[config.mk]
export PLATFORM = sky130hd
export DESIGN_NAME = power_gate_sequencer_flat
export DESIGN_NICKNAME = d
export VERILOG_FILES = /design/src/rtl/power_gate_sequencer_if.sv /design/src/rtl/power_gate_sequencer.sv /design/src/flat_wrapper.sv
export SDC_FILE = /design/constraint.sdc
export NUM_CORES = 1
export LEC_CHECK = 0
export CELL_PAD_IN_SITES_DETAIL_PLACEMENT = 0
export CELL_PAD_IN_SITES_GLOBAL_PLACEMENT = 2
export CORE_UTILIZATION = 36
export CTS_BUF_LIST = sky130_fd_sc_hd__clkbuf_4
export DETAILED_ROUTE_END_ITERATION = 6
export HOLD_SLACK_MARGIN = 0.05
export PLACE_DENSITY = 0.89
export RECOVER_POWER = 50
export SLEW_MARGIN = 5
export SYNTH_ARGS = -nofsm -noshare
export SYNTH_HDL_FRONTEND = slang
export SYNTH_SLANG_ARGS = --single-unit
[constraint.sdc]
create_clock -name clk -period 2.8 [get_ports clk]
set_clock_uncertainty 0.2 [all_clocks]
set_input_delay 0.84 -clock clk [delete_from_list [all_inputs] [get_ports clk]]
set_output_delay 0.84 -clock clk [all_outputs]
set_load 0.02 [all_outputs]
[src/rtl/power_gate_sequencer_if.sv]
// rtl/power_gate_sequencer_if.sv - power manager <-> bank sequencer handshake and bank controls
// Optional retention signals appear only when PGS_RETENTION_EN is defined.
interface power_gate_sequencer_if #(
    parameter int NBANK = 4
);
    logic             pwr_req;
    logic             pwr_ack;
    logic [NBANK-1:0] sleep_en;
    logic             iso_en;
    logic             busy;
`ifdef PGS_RETENTION_EN
    logic             save;
    logic             restore;

    modport master (output pwr_req, input pwr_ack, input sleep_en, input iso_en, input busy,
                    input save, input restore);
    modport slave  (input pwr_req, output pwr_ack, output sleep_en, output iso_en, output busy,
                    output save, output restore);
`else
    modport master (output pwr_req, input pwr_ack, input sleep_en, input iso_en, input busy);
    modport slave  (input pwr_req, output pwr_ack, output sleep_en, output iso_en, output busy);
`endif
endinterface

[src/rtl/power_gate_sequencer.sv]
// rtl/power_gate_sequencer.sv - staggered sleep-switch sequencer with output isolation bracketing
// Define PGS_RETENTION_EN to add the retention save/restore pulses.
module power_gate_sequencer #(
    parameter int NBANK    = 4,
    parameter int STEP_DLY = 8,
    parameter int ISO_DLY  = 2
) (
    input  logic                   clk,
    input  logic                   rst_n,
    power_gate_sequencer_if.slave  pgs
);
    localparam int MAXD = (STEP_DLY > ISO_DLY) ? STEP_DLY : ISO_DLY;
    localparam int CW   = $clog2(MAXD + 1);
    localparam int IW   = (NBANK > 1) ? $clog2(NBANK) : 1;

    typedef enum logic [2:0] {
        ST_ON  = 3'd0,
        ST_ISO = 3'd1,
        ST_PDN = 3'd2,
        ST_OFF = 3'd3,
        ST_PUP = 3'd4,
        ST_REL = 3'd5
    } state_t;

    state_t           r_state;
    logic [CW-1:0]    r_cnt;
    logic [IW-1:0]    r_idx;
    logic [NBANK-1:0] r_sleep_en;
    logic             r_iso_en;
    logic             r_pwr_ack;
    logic             r_busy;

    assign pgs.sleep_en = r_sleep_en;
    assign pgs.iso_en   = r_iso_en;
    assign pgs.pwr_ack  = r_pwr_ack;
    assign pgs.busy     = r_busy;

`ifdef PGS_RETENTION_EN
    logic r_save;
    logic r_restore;
    assign pgs.save    = r_save;
    assign pgs.restore = r_restore;
`endif

    always_ff @(posedge clk or negedge rst_n) begin
        if (!rst_n) begin
            r_state    <= ST_ON;
            r_cnt      <= '0;
            r_idx      <= '0;
            r_sleep_en <= '0;
            r_iso_en   <= 1'b0;
            r_pwr_ack  <= 1'b1;
            r_busy     <= 1'b0;
`ifdef PGS_RETENTION_EN
            r_save     <= 1'b0;
            r_restore  <= 1'b0;
`endif
        end else begin
`ifdef PGS_RETENTION_EN
            r_save    <= 1'b0;
            r_restore <= 1'b0;
`endif
            case (r_state)
                ST_ON: begin
                    if (!pgs.pwr_req) begin
                        r_state  <= ST_ISO;
                        r_iso_en <= 1'b1;
                        r_busy   <= 1'b1;
                        r_cnt    <= CW'(ISO_DLY - 1);
                    end
                end
                ST_ISO: begin
`ifdef PGS_RETENTION_EN
                    // Clamps have been up for one full cycle before state is saved
                    if (r_cnt == CW'(ISO_DLY - 1)) r_save <= 1'b1;
`endif
                    if (r_cnt == '0) begin
                        r_state       <= ST_PDN;
                        r_sleep_en[0] <= 1'b1;
                        r_idx         <= IW'(1);
                        r_cnt         <= CW'(STEP_DLY - 1);
                    end else begin
                        r_cnt <= r_cnt - 1'b1;
                    end
                end
                ST_PDN: begin
                    if (r_cnt != '0) begin
                        r_cnt <= r_cnt - 1'b1;
                    end else if (&r_sleep_en) begin
                        // Last bank gets a full settle interval before ack drops
                        r_state   <= ST_OFF;
                        r_pwr_ack <= 1'b0;
                        r_busy    <= 1'b0;
                    end else begin
                        r_sleep_en[r_idx] <= 1'b1;
                        r_idx             <= r_idx + 1'b1;
                        r_cnt             <= CW'(STEP_DLY - 1);
                    end
                end
                ST_OFF: begin
                    if (pgs.pwr_req) begin
                        r_busy                <= 1'b1;
                        r_sleep_en[NBANK-1]   <= 1'b0;
                        if (NBANK == 1) begin
                            r_state <= ST_REL;
                            r_cnt   <= CW'(ISO_DLY - 1);
                        end else begin
                            r_state <= ST_PUP;
                            r_idx   <= IW'(NBANK - 2);
                            r_cnt   <= CW'(STEP_DLY - 1);
                        end
                    end
                end
                ST_PUP: begin
                    if (r_cnt != '0) begin
                        r_cnt <= r_cnt - 1'b1;
                    end else begin
                        r_sleep_en[r_idx] <= 1'b0;
                        if (r_idx == '0) begin
                            r_state <= ST_REL;
                            r_cnt   <= CW'(ISO_DLY - 1);
                        end else begin
                            r_idx <= r_idx - 1'b1;
                            r_cnt <= CW'(STEP_DLY - 1);
                        end
                    end
                end
                ST_REL: begin
`ifdef PGS_RETENTION_EN
                    if (r_cnt == CW'(1)) r_restore <= 1'b1;
`endif
                    if (r_cnt == '0) begin
                        r_state   <= ST_ON;
                        r_iso_en  <= 1'b0;
                        r_pwr_ack <= 1'b1;
                        r_busy    <= 1'b0;
                    end else begin
                        r_cnt <= r_cnt - 1'b1;
                    end
                end
                default: begin
                    r_state <= ST_ON;
                end
            endcase
        end
    end
endmodule

[src/flat_wrapper.sv]
// flat-port wrapper written by rule: the top's interface ports become plain ports
module power_gate_sequencer_flat 
#(
    parameter int NBANK    = 4,
    parameter int STEP_DLY = 8,
    parameter int ISO_DLY  = 2
)
  (clk, rst_n, pgs_pwr_req, pgs_pwr_ack, pgs_sleep_en, pgs_iso_en, pgs_busy);
  power_gate_sequencer_if #(.NBANK(NBANK)) pgs_i ();
  input  logic clk;
  input  logic rst_n;
  input wire logic [$bits(pgs_i.pwr_req)-1:0] pgs_pwr_req;
  output wire logic [$bits(pgs_i.pwr_ack)-1:0] pgs_pwr_ack;
  output wire logic [$bits(pgs_i.sleep_en)-1:0] pgs_sleep_en;
  output wire logic [$bits(pgs_i.iso_en)-1:0] pgs_iso_en;
  output wire logic [$bits(pgs_i.busy)-1:0] pgs_busy;
  assign pgs_i.pwr_req = pgs_pwr_req;
  assign pgs_pwr_ack = pgs_i.pwr_ack;
  assign pgs_sleep_en = pgs_i.sleep_en;
  assign pgs_iso_en = pgs_i.iso_en;
  assign pgs_busy = pgs_i.busy;
  power_gate_sequencer #(.NBANK(NBANK), .STEP_DLY(STEP_DLY), .ISO_DLY(ISO_DLY)) u_core (.clk(clk), .rst_n(rst_n), .pgs(pgs_i));
endmodule
---- After elaboration in Yosys (flattened, before gate mapping) ----
Index checks and enable logic that the tools add are counted.
Widths: inputs -> output; s select.
storage, ports and cells
  flip-flop bits (word level) ............. 16
  input bits .............................. 3
  output and inout bits ................... 7
  logic and storage cells ................. 100
operators by class
  $add $sub $neg .......................... 3
  magnitude comparators ................... 2
  eq/ne operators ......................... 17
  muxes and demuxes ....................... 43
  bitwise operators ....................... 3
  reduce and logical (&&, ||, !) cells .... 23
operator list
  kind                number
  $mux 4              10
  $mux 3              9
  $pmux 4 s6          1
  $pmux 3 s6          1
  $reduce_and 5->1    3
  $ne 2x2->1 const B  7
  $mux 2              6
  $reduce_and 4->1    3
  $reduce_bool 4->1   3
  $mux 1              8
  $ne 2x1->1 const B  4
  $pmux 2 s4          1
  $reduce_and 8->1    1
  $reduce_and 7->1    1
  $eq 3x2->1 const B  2
  $eq 3x3->1 const B  2
  $pmux 1 s3          2
  $reduce_and 6->1    1
  $reduce_bool 2->1   3
  $reduce_bool 3->1   2
  $reduce_bool 6->1   1
  $and 4x4->4         1
  $logic_not 4->1     1
  $not 4->4           1
  other kinds (16)    17

---- Logic depth before layout (Yosys ltp) ----
Gate-level depths: netlist (run 1).
  depth in word-level cells ............... 8
  mapped depth ............................ 8
  depth with buffers taken out ............ 6

---- Least setup slack after synthesis (run 1) ----
No wires, ideal clock.
  kind .................................... reg-to-reg
  start ................................... register u_core.r_cnt[0]
  end ..................................... register u_core.r_cnt[0]
  library setup time ...................... 0.125 ns
  data arrival time ....................... 1.904 ns
  data required time ...................... 2.475 ns
  slack ................................... 0.571 ns
  cell stages (with the launch flop) ...... 8
  buffers on the path ..................... 1
  clock period less this slack ............ 2.229 ns
  cell sequence ........................... dfrtp_1 -> inv_1 -> ha_1 -> or3b_1 -> buf_2 -> o32a_1 -> o21ba_1 -> mux2_4
between the ends
  word-level cells in the longest chain between the ends .. 3
RTL lines
  item                                            RTL line                     RTL
  from (decl)                                     power_gate_sequencer.sv:26   logic [CW-1:0] r_cnt;
  from (signal assigned)                          power_gate_sequencer.sv:69   r_cnt <= CW'(ISO_DLY - 1);
  from (signal assigned)                          power_gate_sequencer.sv:81   r_cnt <= CW'(STEP_DLY - 1);
  from (signal assigned)                          power_gate_sequencer.sv:83   r_cnt <= r_cnt - 1'b1;
  $sub 4x1->4 (tied with other cells)             --
  $mux 4 (tied with other cells)                  power_gate_sequencer.sv:132  if (r_cnt == '0) begin
  $pmux 4 s6 or $reduce_and 5->1 (tied branches)  --
Parallel ways exist; a longest one is shown, timed or not. The select of a mux whose other input is x is not followed.
A chain may end at the register's enable or synchronous reset.

---- Worst setup path in the final report (run 1) ----
  start ................................... register u_core.r_pwr_ack (netlist: u_core.pgs.pwr_ack)
  end ..................................... output port pgs_pwr_ack
RTL lines
  item                    RTL line                     RTL
  from (decl)             power_gate_sequencer.sv:30   logic r_pwr_ack;
  from (signal assigned)  power_gate_sequencer.sv:52   r_pwr_ack <= 1'b1;
  from (signal assigned)  power_gate_sequencer.sv:92   r_pwr_ack <= 1'b0;
  from (signal assigned)  power_gate_sequencer.sv:135  r_pwr_ack <= 1'b1;
  to (decl)               flat_wrapper.sv:13           output wire logic [$bits(pgs_i.pwr_ack)-1:0] pgs_pwr_ack;
No word-level cell between the ends.

==> results of run 1 <==
## how the worst max path moves through the flow
stage                             from               to
floorplan              u_core.r_cnt[0]  u_core.r_cnt[0]
global placement           pgs_pwr_req  u_core.r_cnt[0]
detailed placement         pgs_pwr_req  u_core.r_cnt[0]
CTS                 u_core.pgs.pwr_ack      pgs_pwr_ack
global route           u_core.r_cnt[0]  u_core.r_cnt[2]
finish              u_core.pgs.pwr_ack      pgs_pwr_ack
## cells in the mapped netlist, types with 2 or more instances
cell type | n | area (um^2)
a211oi_1 | 2 | 15.0
a21oi_1 | 12 | 60.1
a221oi_1 | 2 | 17.5
buf_2 | 2 | 10.0
clkbuf_1 | 9 | 33.8
dfrtp_1 | 15 | 375
ha_1 | 2 | 25.0
inv_1 | 6 | 22.5
nand2_1 | 16 | 60.1
nand2b_1 | 3 | 18.8
nand3_1 | 7 | 35.0
nand3b_1 | 2 | 15.0
nor2_1 | 8 | 30.0
nor2b_1 | 4 | 25.0
nor3_1 | 4 | 20.0
nor3b_1 | 5 | 37.5
o211ai_1 | 7 | 52.6
o21a_1 | 3 | 22.5
o21ai_0 | 7 | 35.0
o21bai_1 | 2 | 15.0
o22a_1 | 3 | 26.3
o22ai_1 | 2 | 12.5
o31ai_1 | 3 | 22.5
o32ai_1 | 2 | 17.5
or3b_1 | 2 | 17.5
xnor2_1 | 2 | 17.5
## power by group through the flow
stage | sequential (uW) | clock [uW] | combinational (uW)
after global placement | 466 | 0 | 987
final | 471 | 131 | 1000
after CTS | 468 | 136 | 1010
after detailed placement | 474 | 0 | 1010
after global routing | 493 | 147 | 1110
after floorplan | 425 | 0 | 786
## cell usage in the layout (no fill, tap or decap), drive strengths merged, types with 3 or more instances in the layout
cell / synthesis / routed
a21oi: 12 / 12
buf: 3 / 5
clkbuf: 9 / 6
clkdlybuf4s50: 0 / 8
dfrtp: 15 / 15
inv: 6 / 6
nand2: 16 / 16
nand2b: 3 / 3
nand3: 7 / 7
nor2: 8 / 8
nor2b: 4 / 4
nor3: 4 / 4
nor3b: 5 / 5
o211ai: 7 / 7
o21a: 3 / 3
o21ai: 8 / 8
o22a: 3 / 3
o31ai: 3 / 3
## cell type report
| class | instances | area (um^2) |
|---|---|---|
| timing repair buffer | 17 | 139 |
| tap | 44 | 55.1 |
| fill | 327 | 1740 |
| clock inverter | 1 | 3.75 |
| multi-input combinational | 117 | 744 |
| inverter | 6 | 22.5 |
| clock buffer | 3 | 22.5 |
| sequential | 16 | 402 |
## metal layers
| layer | part of all wire (%) | global-route usage (%) | vias up |
|---|---|---|---|
| li1 | - | - | 581 |
| met1 | 48 | 25.6 | 568 |
| met2 | 49 | 33.1 | 24 |
| met3 | 2.8 | 2.60 | 2 |
| met4 | 0.54 | 4.98 | 0 |
| met5 | 0 | 0 | - |
## cell families after synthesis
group	Yosys count	share of synthesized area, %
xor+xnor	2	1.44
fa+ha+maj	2	2.06
simple gates	56	24.1
mux	3	2.98
compound gates	54	30.7
buf+inv	18	5.76
flops	16	33.0
## metrics by stage
stage,power (uW),hold WS (ns),area [um^2]
2_1_floorplan,1210,0.342,1220
3_3_place_gp,1450,0.321,1370
3_5_place_dp,1480,0.323,1370
4_1_cts,1620,0.339,1400
5_1_grt,1750,0.366,1390
6_report,1600,0.335,1390
==> impl_metrics.py, run 1 <==
metrics = {
    "synth": {
        "yosys.cell_types.count": 45,
        "synth_area_um2": 1220,
        "synth-seq-cells": 16,
        "netlist_instances": 151,
        "yosysSeqAreaShare_pct": 33.0,
        "avgSynthCellArea_um2": 8.05,
        "ys.flop_type": "dfrtp_1",
        "async_reset_ff_share_pct": 100,
        "synth_nets": 156,
        "yosysWarnings": 0,
        "synth_edf_count": 0,
    },
    "final_layout": {
        "nets": 166,
        "area_growth_pct": 14.2,
        "finish.utilization_pct": 44.4,
        "final_cells": 204,
        "drive_gt1_share_pct": 6.88,
        "diodes": 0,
    },
    "clock_tree": {
        "cts.sinks": 16,
        "insertion_delay_ns": 0.29,
        "cts_root_buf": "clkbuf_4",
        "cts_buffer_depth": 2,
        "clkTransAtPathRegs_ns": 0.10,
        "cts_setup_buffers": 0,
        "cts_tree": "built",
        "cts_made_buffers": 3,
        "cts-resized-gates": 0,
        "cts_hold_buffers": 0,
        "h-tree-depth": 1,
    },
    "placed_design": {
        "dp_cells": 200,
        "post-dp-hpwl_um": 2400,
        "gp_congestion": 0.816,
        "port_buffers": 9,
        "pre_cts_slack_ns": 0.209,
    },
    "setup_path": {
        "startpoint_type": "flip-flop",
        "worstRegToRegCells": 7,
        "critPathCaptureType": "output pin",
        "r2r_start": "u_core.r_cnt[0]",
        "crit_arrival_ns": 1.44,
        "slowest_delay_ns": 0.59,
        "reg2reg_slack_ns": 0.39,
        "cp.required_ns": 1.76,
        "cp.buffers_inverters": 1,
        "path_cells": "clkdlybuf4s50_1",
        "path_depth": 1,
        "path_class": "flip-flop to output pin",
        "timing.rr.end": "u_core.r_cnt[2]",
        "critical-path-top-delay-family": "buffers and inverters",
        "slowest_stage": "clkdlybuf4s50_1",
        "path_max_fanout": 3,
    },
    "die": {
        "rows": 20,
        "io_pins": 10,
        "core_area_um2": 3130,
        "start_util_pct": 38.9,
        "die_y_um": 60.1,
        "dieArea_um2": 3610,
        "fp.dieW_um": 60.1,
    },
    "min_path": {
        "min_from": "u_core.pgs.pwr_ack",
        "min_to": "u_core.pgs.pwr_ack",
        "hp-class": "flip-flop to flip-flop",
        "whs_path_depth": 2,
    },
    "detailed_routing": {
        "routed_wl_um": 3170,
        "firstDrtPassIters": 4,
        "ant_nets": 0,
        "route.detailed.drc": 0,
        "wl_per_cell_um": 15.5,
        "drtIter0Drc": 38,
        "vias_per_cell": 5.76,
        "vias": 1175,
    },
    "timing": {
        "fin_crit_sh_pct": 88.4,
        "layout_min_cycle_time_ns": 2.48,
        "max_freq_mhz": 404,
        "rsz0062_at_grt": "no",
        "setup_slack_ns": 0.324,
        "slew_violations": 0,
        "finalHoldViolations": 0,
        "final.setup.tns_ns": 0,
        "relSlewSlack_pct": 66.3,
        "setup_viol": 0,
        "tightest_slew_ns": 0.505,
    },
    "outcome": {
        "outcome": "completed",
    },
    "power_and_ir_drop": {
        "vdd_drop_max_v": 0.000378,
        "static-leakage-power_uw": 0.000545,
        "p_comb_share_pct": 62.5,
        "p_sw_uw": 771,
        "sw_frac_of_total_pct": 48.1,
        "power_frac_clock_pct": 8.2,
        "power.sequential.fraction_pct": 29.4,
        "power.internal_uw": 832,
        "power_density_nw_per_um2": 1150,
    },
    "global_routing": {
        "antenna_found_initial": 0,
        "grt_pass1_wl_um": 5150,
        "track_usage_pct": 19.5,
        "grt-ovfl-total": 0,
        "grt_max_degree": 17,
        "grt_pass1_vias": 1055,
    },
    "flow_run": {
        "cap_violations": 0,
    },
}
Note: power is estimated with default switching activity, not from simulation.
==> run 2, diff against run 1 <==
--- a/config.mk
+++ b/config.mk
@@ -10,6 +10,7 @@
 export CORE_UTILIZATION = 36
 export CTS_BUF_LIST = sky130_fd_sc_hd__clkbuf_4
 export DETAILED_ROUTE_END_ITERATION = 6
+export GPL_TIMING_DRIVEN = 0
 export HOLD_SLACK_MARGIN = 0.05
 export PLACE_DENSITY = 0.89
 export RECOVER_POWER = 50
==> impl_metrics.py, run 2 (synthesis gave the netlist of run 1 again) <==
metrics = {
    "final_layout": {
        "drive_gt1_share_pct": 4.88,
        "most-common-layout-cells": "nand2_1, dfrtp_1, a21oi_1",
        "finish.utilization_pct": 44.4,
        "regArea_um2": 402,
        "final_cells": 208,
        "multi_input_area_um2": 744,
        "final_area_um2": 1390,
        "nets": 170,
        "layout_commonest_cell": "nand2_1",
        "num-fill-cells": 329,
        "area_growth_pct": 14.3,
        "diodes": 0,
    },
    "timing": {
        "tightest_slew_ns": 0.794,
        "slew_violations": 0,
        "worst_hold_slack_ns": 0.336,
        "relSlewSlack_pct": 47.0,
        "layout_min_cycle_time_ns": 2.50,
        "rsz0062_at_grt": "no",
        "fin_crit_sh_pct": 89.2,
        "setup_viol": 0,
        "finalHoldViolations": 0,
        "max_freq_mhz": 400,
    },
    "setup_path": {
        "path_class": "input port to flip-flop",
        "critPathCaptureType": "flip-flop",
        "path_max_fanout": 8,
        "startpoint_type": "input port",
        "cp.required_ns": 2.78,
        "crit_arrival_ns": 2.48,
        "worstRegToRegCells": 7,
    },
    "clock_tree": {
        "cts_root_buf": "clkbuf_4",
        "cts.sinks": 16,
        "cts_tree": "built",
        "cts_buffer_depth": 2,
        "insertion_delay_ns": 0.29,
        "clkTransAtPathRegs_ns": 0.09,
        "cts_made_buffers": 3,
        "h-tree-depth": 1,
        "cts_hold_buffers": 0,
        "cts_setup_buffers": 0,
        "cts-resized-gates": 0,
    },
    "power_and_ir_drop": {
        "power_frac_clock_pct": 8.8,
        "power_density_nw_per_um2": 1160,
        "p_comb_share_pct": 65.8,
        "power.sequential.fraction_pct": 25.4,
        "vdd_drop_max_v": 0.000420,
        "sw_frac_of_total_pct": 48.0,
        "static-leakage-power_uw": 0.000537,
        "power.internal_uw": 842,
        "p_sw_uw": 776,
    },
    "global_routing": {
        "grt_max_degree": 17,
        "antenna_found_initial": 0,
        "track_usage_pct": 20.8,
        "grt_pass1_wl_um": 5530,
        "grt-ovfl-total": 0,
        "grt_pass1_vias": 1159,
    },
    "placed_design": {
        "dp_cells": 204,
        "place_area_um2": 1360,
        "port_buffers": 9,
        "gp_congestion": 0.874,
        "post-dp-hpwl_um": 2320,
    },
    "detailed_routing": {
        "vias": 1181,
        "vias_per_cell": 5.68,
        "firstDrtPassIters": 4,
        "route.detailed.drc": 0,
        "wl_per_cell_um": 15.5,
        "drtIter0Drc": 65,
        "routed_wl_um": 3220,
        "ant_nets": 0,
    },
    "die": {
        "rows": 20,
        "fp.dieW_um": 60.1,
        "io_pins": 10,
        "core_area_um2": 3130,
        "start_util_pct": 38.9,
        "dieArea_um2": 3610,
        "die_y_um": 60.1,
    },
    "min_path": {
        "hp-class": "flip-flop to flip-flop",
        "whs_path_depth": 2,
    },
    "outcome": {
        "outcome": "completed",
    },
    "flow_run": {
        "cap_violations": 0,
    },
}
==> run 2: cell types whose count changed in the layout (fill, tap and decap cells not counted) <==
| cell | previous run | this run |
|---|---|---|
| clkbuf_4 | 3 | 4 |
| buf_2 | 0 | 1 |
| clkinv_1 | 1 | 0 |
| buf_1 | 0 | 1 |
| clkbuf_1 | 3 | 10 |
| buf_4 | 5 | 0 |
==> run 2: layout make-up <==
class / instances / area share, %
Buffer: 12 / 3.33
Clock buffer: 4 / 2.16
Inverter: 6 / 1.62
Multi-Input combinational cell: 117 / 53.6
Sequential cell: 16 / 28.9
Tap cell: 44 / 3.96
Timing Repair Buffer: 9 / 6.48
==> run 2: worst max-delay path, stage by stage <==
cell and delay, ns:
clkdlybuf4s50_1 0.65, nand3b_1 0.19, o211ai_1 0.16, o21ba_1 0.32, mux2_4 0.31
==> run 2: routing by layer <==
metal	GRT usage, %	wire, um	share of wire, %
met2	32.5	1450	45
met4	7.97	28	0.87
met3	2.81	99	3.1
met5	0	0	0
met1	28.8	1650	51
==> run 2: metrics by stage <==
stage / worst slack (ns) / setup TNS (ns) / power, uW
after floorplan: 0.571 / 0 / 1210
after global placement: 0.00930 / 0 / 1460
after detailed placement: -0.00322 / -0.00322 / 1470
after CTS: 0.295 / 0 / 1620
after global routing: 0.204 / 0 / 1790
final: 0.301 / 0 / 1620
==> run 2: power by group through the flow <==
stage / sequential, uW / combinational (uW) / clock, uW
floorplan: 425 / 786 / 0
global placement: 410 / 1050 / 0
detailed placement: 415 / 1060 / 0
CTS: 410 / 1060 / 150
global route: 421 / 1200 / 163
finish: 411 / 1060 / 143
==> run 2: worst paths after layout <==
check	start	end	slack, ns
hold / removal	u_core.pgs.pwr_ack	u_core.pgs.pwr_ack	0.34
setup reg to reg	u_core.r_cnt[1]	u_core.r_cnt[0]	0.41
hold reg to reg	u_core.pgs.pwr_ack	u_core.pgs.pwr_ack	0.34
max in group asynchronous	rst_n	u_core.r_cnt[0]	1.05
setup / recovery	pgs_pwr_req	u_core.r_cnt[0]	0.30
min in group asynchronous	rst_n	u_core.r_idx[1]	0.86
